[src/rtl/gate_sweep_pkg.sv]
// Shared types and limits for the gate truth-table sweeper.
package gate_sweep_pkg;

  typedef enum logic [1:0] {IDLE, SETTLE, SAMPLE, DONE} sweep_state_t;

  localparam int unsigned SWEEP_MAX_N_IN = 4;

endpackage

[src/rtl/sweep_settle_cnt.sv]
// Loadable settle down-counter: load SETTLE-1, count down while enabled, zero_c flags 0.
module sweep_settle_cnt #(
  parameter int unsigned SETTLE = 1
) (
  input  logic clk,
  input  logic rst_n,
  input  logic load,
  input  logic en,
  output logic zero_c
);

  localparam int unsigned CW = (SETTLE > 1) ? $clog2(SETTLE) : 1;

  logic [CW-1:0] cnt;

  always_ff @(posedge clk or negedge rst_n) begin
    if (!rst_n) begin
      cnt <= '0;
    end else if (load) begin
      cnt <= CW'(SETTLE - 1);
    end else if (en && (cnt != '0)) begin
      cnt <= cnt - CW'(1);
    end
  end

  assign zero_c = (cnt == '0);

endmodule

[src/rtl/gate_truth_sweeper.sv]
// Sweeps every input vector into a gate under test and checks its output against EXPECTED.
// Optional SWEEP_STOP_ON_FAIL_EN: end the sweep at the first mismatching sample.
module gate_truth_sweeper
  import gate_sweep_pkg::*;
#(
  parameter int unsigned             N_IN     = 2,
  parameter logic [(2**N_IN)-1:0]    EXPECTED = (2**N_IN)'(4'b0001),
  parameter int unsigned             SETTLE   = 1
) (
  input  logic                    clk,
  input  logic                    rst_n,
  input  logic                    start,
  input  logic                    y_i,
  output logic [N_IN-1:0]         vec_o,
  output logic                    busy,
  output logic                    done,
  output logic                    pass,
  output logic [N_IN:0]           fail_count,
  output logic [N_IN-1:0]         first_fail_idx,
  output logic [(2**N_IN)-1:0]    captured
);

  localparam int unsigned NV = 2**N_IN;

  if ((N_IN == 0) || (N_IN > SWEEP_MAX_N_IN)) begin : g_bad_n_in
    $error("gate_truth_sweeper: N_IN=%0d outside 1..%0d", N_IN, SWEEP_MAX_N_IN);
  end
  if (SETTLE == 0) begin : g_bad_settle
    $error("gate_truth_sweeper: SETTLE must be >= 1");
  end

  sweep_state_t    state, state_nxt;
  logic [N_IN-1:0] idx;
  logic            cnt_load, cnt_en, cnt_zero_c;
  logic            mismatch_c, last_c, end_c;

  sweep_settle_cnt #(.SETTLE(SETTLE)) u_settle_cnt (
    .clk    (clk),
    .rst_n  (rst_n),
    .load   (cnt_load),
    .en     (cnt_en),
    .zero_c (cnt_zero_c)
  );

  assign mismatch_c = (y_i != EXPECTED[idx]);
  assign last_c     = (idx == N_IN'(NV - 1));
`ifdef SWEEP_STOP_ON_FAIL_EN
  assign end_c      = last_c || mismatch_c;
`else
  assign end_c      = last_c;
`endif

  always_ff @(posedge clk or negedge rst_n) begin
    if (!rst_n) state <= IDLE;
    else        state <= state_nxt;
  end

  always_comb begin
    state_nxt = state;
    cnt_load  = 1'b0;
    cnt_en    = 1'b0;
    case (state)
      IDLE: begin
        if (start) begin
          state_nxt = gate_sweep_pkg::SETTLE;
          cnt_load  = 1'b1;
        end
      end
      gate_sweep_pkg::SETTLE: begin
        if (cnt_zero_c) state_nxt = SAMPLE;
        else            cnt_en    = 1'b1;
      end
      SAMPLE: begin
        if (end_c) begin
          state_nxt = DONE;
        end else begin
          state_nxt = gate_sweep_pkg::SETTLE;
          cnt_load  = 1'b1;
        end
      end
      DONE:    state_nxt = IDLE;
      default: state_nxt = IDLE;
    endcase
  end

  // Vector index, drive and result registers; done pulses the cycle after DONE.
  always_ff @(posedge clk or negedge rst_n) begin
    if (!rst_n) begin
      idx            <= '0;
      vec_o          <= '0;
      busy           <= 1'b0;
      done           <= 1'b0;
      pass           <= 1'b0;
      fail_count     <= '0;
      first_fail_idx <= '0;
      captured       <= '0;
    end else begin
      done <= 1'b0;
      case (state)
        IDLE: begin
          if (start) begin
            idx            <= '0;
            vec_o          <= '0;
            busy           <= 1'b1;
            pass           <= 1'b0;
            fail_count     <= '0;
            first_fail_idx <= '0;
            captured       <= '0;
          end
        end
        SAMPLE: begin
          captured[idx] <= y_i;
          if (mismatch_c) begin
            if (fail_count == '0) first_fail_idx <= idx;
            if (fail_count != (N_IN+1)'(NV)) fail_count <= fail_count + (N_IN+1)'(1);
          end
          if (!end_c) begin
            idx   <= idx + N_IN'(1);
            vec_o <= idx + N_IN'(1);
          end
        end
        DONE: begin
          done <= 1'b1;
          busy <= 1'b0;
          pass <= (fail_count == '0);
        end
        default: ;
      endcase
    end
  end

endmodule

[config.mk]
export PLATFORM = sky130hd
export DESIGN_NAME = gate_truth_sweeper
export DESIGN_NICKNAME = d
export VERILOG_FILES = /design/src/rtl/gate_sweep_pkg.sv /design/src/rtl/sweep_settle_cnt.sv /design/src/rtl/gate_truth_sweeper.sv
export SDC_FILE = /design/constraint.sdc
export NUM_CORES = 1
export LEC_CHECK = 0
export CAP_MARGIN = 25
export CORE_MARGIN = 5
export CORE_UTILIZATION = 47
export CTS_BUF_LIST = sky130_fd_sc_hd__clkbuf_8
export CTS_CLUSTER_DIAMETER = 40
export CTS_CLUSTER_SIZE = 25
export DETAILED_ROUTE_END_ITERATION = 12
export MAX_ROUTING_LAYER = met4
export PLACE_DENSITY_LB_ADDON = 0.15
export SETUP_SLACK_MARGIN = 0.5
export SLEW_MARGIN = 10
export SYNTH_ARGS = -nofsm -noshare
export SYNTH_HDL_FRONTEND = slang
export SYNTH_HIERARCHICAL = 1
export SYNTH_SLANG_ARGS = --single-unit
[constraint.sdc]
create_clock -name clk -period 3.2 [get_ports clk]
set_clock_uncertainty 0.05 [all_clocks]
set_input_delay 0.64 -clock clk [delete_from_list [all_inputs] [get_ports clk]]
set_output_delay 0.64 -clock clk [all_outputs]
set_load 0.02 [all_outputs]
# Word-level counts from Yosys, hierarchy flattened
# Cells that the tools add are included.
dict set report op_classes {
  add_sub_neg 3
  order_cmp 2
  n_eq_ne 12
  muxes 33
  reduce_logical 13
}
# cell count
set ops {}
lappend ops {{$mux 2} 7}
lappend ops {{$ne 2x2->1 const B} 6}
lappend ops {{$mux 1} 11}
lappend ops {{$mux 3} 3}
lappend ops {{$pmux 2 s2} 2}
lappend ops {{$pmux 2 s4} 1}
lappend ops {{$pmux 4 s2} 1}
lappend ops {{$reduce_and 4->1} 2}
lappend ops {{$eq 2x2->1 const B} 3}
lappend ops {{$pmux 1 s2} 3}
lappend ops {{$pmux 3 s2} 1}
lappend ops {{$reduce_and 2->1} 3}
lappend ops {{$reduce_bool 2->1} 3}
lappend ops {{$bwmux 4} 1}
lappend ops {{$mux 4} 1}
lappend ops {{$add 3x1->3 const B} 1}
lappend ops {{$logic_not 3->1} 1}
lappend ops {{$lt 2x3->1 const B} 1}
lappend ops {{$ne 3x3->1 const B} 1}
lappend ops {{$reduce_and 3->1} 1}
lappend ops {{$add 2x1->2 const B} 1}
lappend ops {{$bmux 1 s2} 1}
lappend ops {{$demux 1 s2} 1}
lappend ops {{$eq 2x1->1 const B} 1}
lappend ops {{5 further kinds} 6}
dict set report word_totals {
  ff_bits 17
  inputBits 4
  elab_cells 72
}

# Depth between registers and ports, before layout
dict set report depth {
  ltp_word 6
  mapped_depth 7
}

# Hierarchy
# Netlist, hierarchy kept.
# module instances cells_each area_each_um2 seq_area_each_um2
set modules_own_cells {}
lappend modules_own_cells {gate_truth_sweeper 1 98 928.4 400.4}
lappend modules_own_cells {sweep_settle_cnt 1 3 41.3 25.0}

# Worst setup path after synthesis
# No wires, ideal clock.
dict set report synth_path {
  path_type {register to register}
  startpoint {reg idx[0]}
  endpoint {reg fail_count[1]}
  setup_ps 126
  arrival_ps 1649
  slack_ps 1375
  path_stages_with_launch 7
  path_buffers 0
  cell_sequence {dfrtp_1 -> inv_1 -> ha_1 -> ha_1 -> and3_4 -> a211oi_2 -> a221o_1}
}
dict set report synth_via {
  elab_chain_len 5
}
# item line
set synth_lines {}
lappend synth_lines {{start, declared} gate_truth_sweeper.sv:33} ;# logic [N_IN-1:0] idx;
lappend synth_lines {{start signal, assigned} gate_truth_sweeper.sv:118} ;# idx <= idx + N_IN'(1);
lappend synth_lines {{$bmux 1 s2} gate_truth_sweeper.sv:45} ;# assign mismatch_c = (y_i != EXPECTED[idx]);
lappend synth_lines {{$mux 1 (not written as such)} gate_truth_sweeper.sv:45}
lappend synth_lines {{$ne 1x1->1} gate_truth_sweeper.sv:45}
lappend synth_lines {{$ne 2x2->1 (no line)} -}
lappend synth_lines {{$reduce_and 4->1 (no line)} -}
lappend synth_lines {{end signal, assigned} gate_truth_sweeper.sv:115} ;# if (fail_count != (N_IN+1)'(NV)) fail_count <= fail_count + (N_IN+1)'(1);
lappend synth_lines {{end, declared} gate_truth_sweeper.sv:18} ;# output logic [N_IN:0] fail_count,
# Every way passes these cells. The select of a mux whose other input is x is not followed.
# A chain may end at the register's enable or synchronous reset.

==> metrics.yaml <==
routing:
  ant_nets: 0
  dr.pass1.iters: 4
  routed_wl_um: 1980
  dr_total_vias: 760
  drt_iter0_drc: 21
  wl_per_cell_um: 13.9
  drc: 0
  via_per_inst: 5.31
worst_setup_path:
  crit_family: "buffers and inverters"
  crit_buf_inv: 1
  cp_data_arrival_time_ns: 1.39
  slowest_delay_ns: 0.66
  critPathSlowestCell: "clkdlybuf4s50_1"
  path_max_fanout: 8
  cp_cell_sequence: "clkdlybuf4s50_1"
  path_class: "reg2out"
  worstSetupEndpointType: "primary output"
  cp-start-kind: "flip-flop"
  required_ns: 2.51
  reg2reg_setup_slack_ns: 1.27
timing:
  holdWs_ns: 0.460
  setup_viol: 0
  slew_headroom_pct: 48.0
  post-route-min-period_ns: 2.08
  period_share_pct: 65.0
  rsz0062_at_grt: "false"
  max_freq_mhz: 481
  tns_ns: 0
  worst_pin_slew_ns: 0.778
  hold_viol_final: 0
  maxSlewViolCount: 0
  setup_ws_ns: 1.12
outcome:
  outcome: "completed"
die:
  start_util_pct: 49.4
  die_h_um: 55.4
  coreArea_um2: 1960
  ios: 18
  die_x_um: 55.4
  num_rows: 16
  dieArea_um2: 3070
cts:
  numCtsBuffers: 3
  postCtsResizedCells: 0
  cts_setup_buffers: 0
  clk-insertion-delay-late_ns: 0.25
  cts_root_buffer: "clkbuf_8"
  htreeDepth: 1
  clk_pin_slew_worst_paths_ns: 0.06
  cts_hold_buf: 0
  cts_tree: "built"
  clk_path_buf_depth: 2
  clock_sinks: 17
placement:
  io_buffer_count: 17
  post-place-ws_ns: 1.02
  dp_cells: 139
  dp_hpwl_um: 1440
  gp_congestion: 0.813
power:
  p_leak_nw: 0.507
  ir_drop_mv: 0.518
  p_per_area_nw_per_um2: 961
synthesis:
  synth_nets: 112
  netlist_area_um2: 970
  ys_seq_area_share_pct: 43.9
  synth_seq_cells: 17
  syn_area_per_cell_um2: 9.60
  syn-instance-count: 101
  ys_warn_count: 6
  ys_types: 36
final_layout:
  fillCellCount: 176
  finalNonFillerCells: 143
  antenna_cells: 0
  area_delta_synth_final_pct: 21.8
  final_nets: 128
  drive_above_1_share_pct: 7.76
global_route:
  grt_overflow: 0
  antenna_found_initial: 0
  grt_max_degree: 24
  grt_pass1_wl_um: 3590
  grt_usage_pct: 14.8
  grt_pass1_vias: 797
run:
  drv_cap: 0
min_path:
  hold_class: "reg2reg"
==> worst paths after layout <==
check,start,cells past startpoint,endpoint
worst min register to register,captured[3]$_DFFE_PN0P_,2,captured[3]$_DFFE_PN0P_
worst max register to register,idx[0]$_DFFE_PN0P_,6,fail_count[2]$_DFFE_PN0P_
worst min-delay path,captured[3]$_DFFE_PN0P_,2,captured[3]$_DFFE_PN0P_
max in group asynchronous,rst_n,1,idx[1]$_DFFE_PN0P_
min in group asynchronous,rst_n,1,done$_DFF_PN0_
worst max-delay path,idx[0]$_DFFE_PN0P_,1,vec_o[0]
==> cell families after synthesis <==
logic type,Yosys count,share of synthesized area (%)
DFF,17,43.9
buffers and inverters,15,7.35
AOI/OAI and AO/OA,28,20.0
adders and majority gates,7,9.03
muxes,3,3.10
and+or+nand+nor,31,16.6
==> cell usage in the layout, fill, tap and decap left out, types with 2 or more instances in the layout <==
master / count
clkdlybuf4s50_1: 17
a211oi_2: 2
dfrtp_1: 17
nand3_1: 3
inv_1: 9
o211ai_1: 3
nand2_1: 12
a22oi_1: 3
nor2_1: 5
a21oi_1: 4
o21ai_0: 8
ha_1: 7
mux2i_1: 3
clkbuf_8: 3
==> power breakdown <==
group          switching, mW  leakage [nW]  internal [mW]
clock network         0.0693        0.0269         0.0850
registers              0.129         0.220          0.291
logic                  0.296         0.260          0.264
==> routing by layer <==
layer,track usage (%),vias to the layer above,share of wire [%]
met5,-,-,0
met4,5.21,0,0.50
met3,2.56,2,2.7
met2,24.2,14,49
met1,18.3,362,48
li1,-,382,-
==> through the flow <==
| step | area, um2 | utilization, % | total power [mW] |
|---|---|---|---|
| floorplan | 970 | - | 0.796 |
| global placement | 1140 | 57.9 | 0.966 |
| detailed placement | 1140 | 57.9 | 0.985 |
| CTS | 1180 | 60.2 | 1.14 |
| global route | 1180 | 60.2 | 1.24 |
| finish | 1180 | 60.2 | 1.13 |
==> sequential cells by signal (all words and copies together) (netlist names) <==
register          count
fail_count            3
done                  1
pass                  1
busy                  1
u_settle_cnt/cnt      1
state                 2
idx                   2
captured              4
first_fail_idx        2
==> synthesized netlist by cell type (all sizes together) <==
master | n | share of area (%)
a22oi | 3 | 2.3
o211ai | 3 | 2.3
o21ai | 8 | 4.1
nand4 | 1 | 0.65
a211oi | 3 | 3.4
ha | 7 | 9.0
a21oi | 4 | 2.1
nor3b | 2 | 2.1
o21bai | 1 | 0.77
nor2b | 1 | 0.65
a221o | 1 | 1.0
nand4b | 1 | 0.90
and2 | 1 | 0.65
o2bb2ai | 1 | 0.90
dfrtp | 17 | 44
nand3 | 3 | 1.5
buf | 5 | 3.5
o22ai | 1 | 0.65
or3 | 1 | 0.65
a22o | 1 | 0.90
a31oi | 1 | 0.65
mux2i | 3 | 3.1
and3 | 1 | 1.2
nor3 | 1 | 0.52
nor2 | 5 | 1.9
nand2 | 13 | 5.3
nand2b | 1 | 0.65
o31a | 1 | 0.90
inv | 9 | 3.5
clkbuf | 1 | 0.39
==> area by class of cell <==
class / instances / area (um2) / share of cell area (%)
repair buffers: 17 / 170 / 14.4
multi-input cells: 69 / 473 / 40.0
clock inverters: 1 / 3.75 / 0.318
inverters: 9 / 33.8 / 2.86
well taps: 27 / 33.8 / 2.86
flip-flops and latches: 17 / 425 / 36.0
clock buffers: 3 / 41.3 / 3.50
Power figures use the tool's default switching activity.
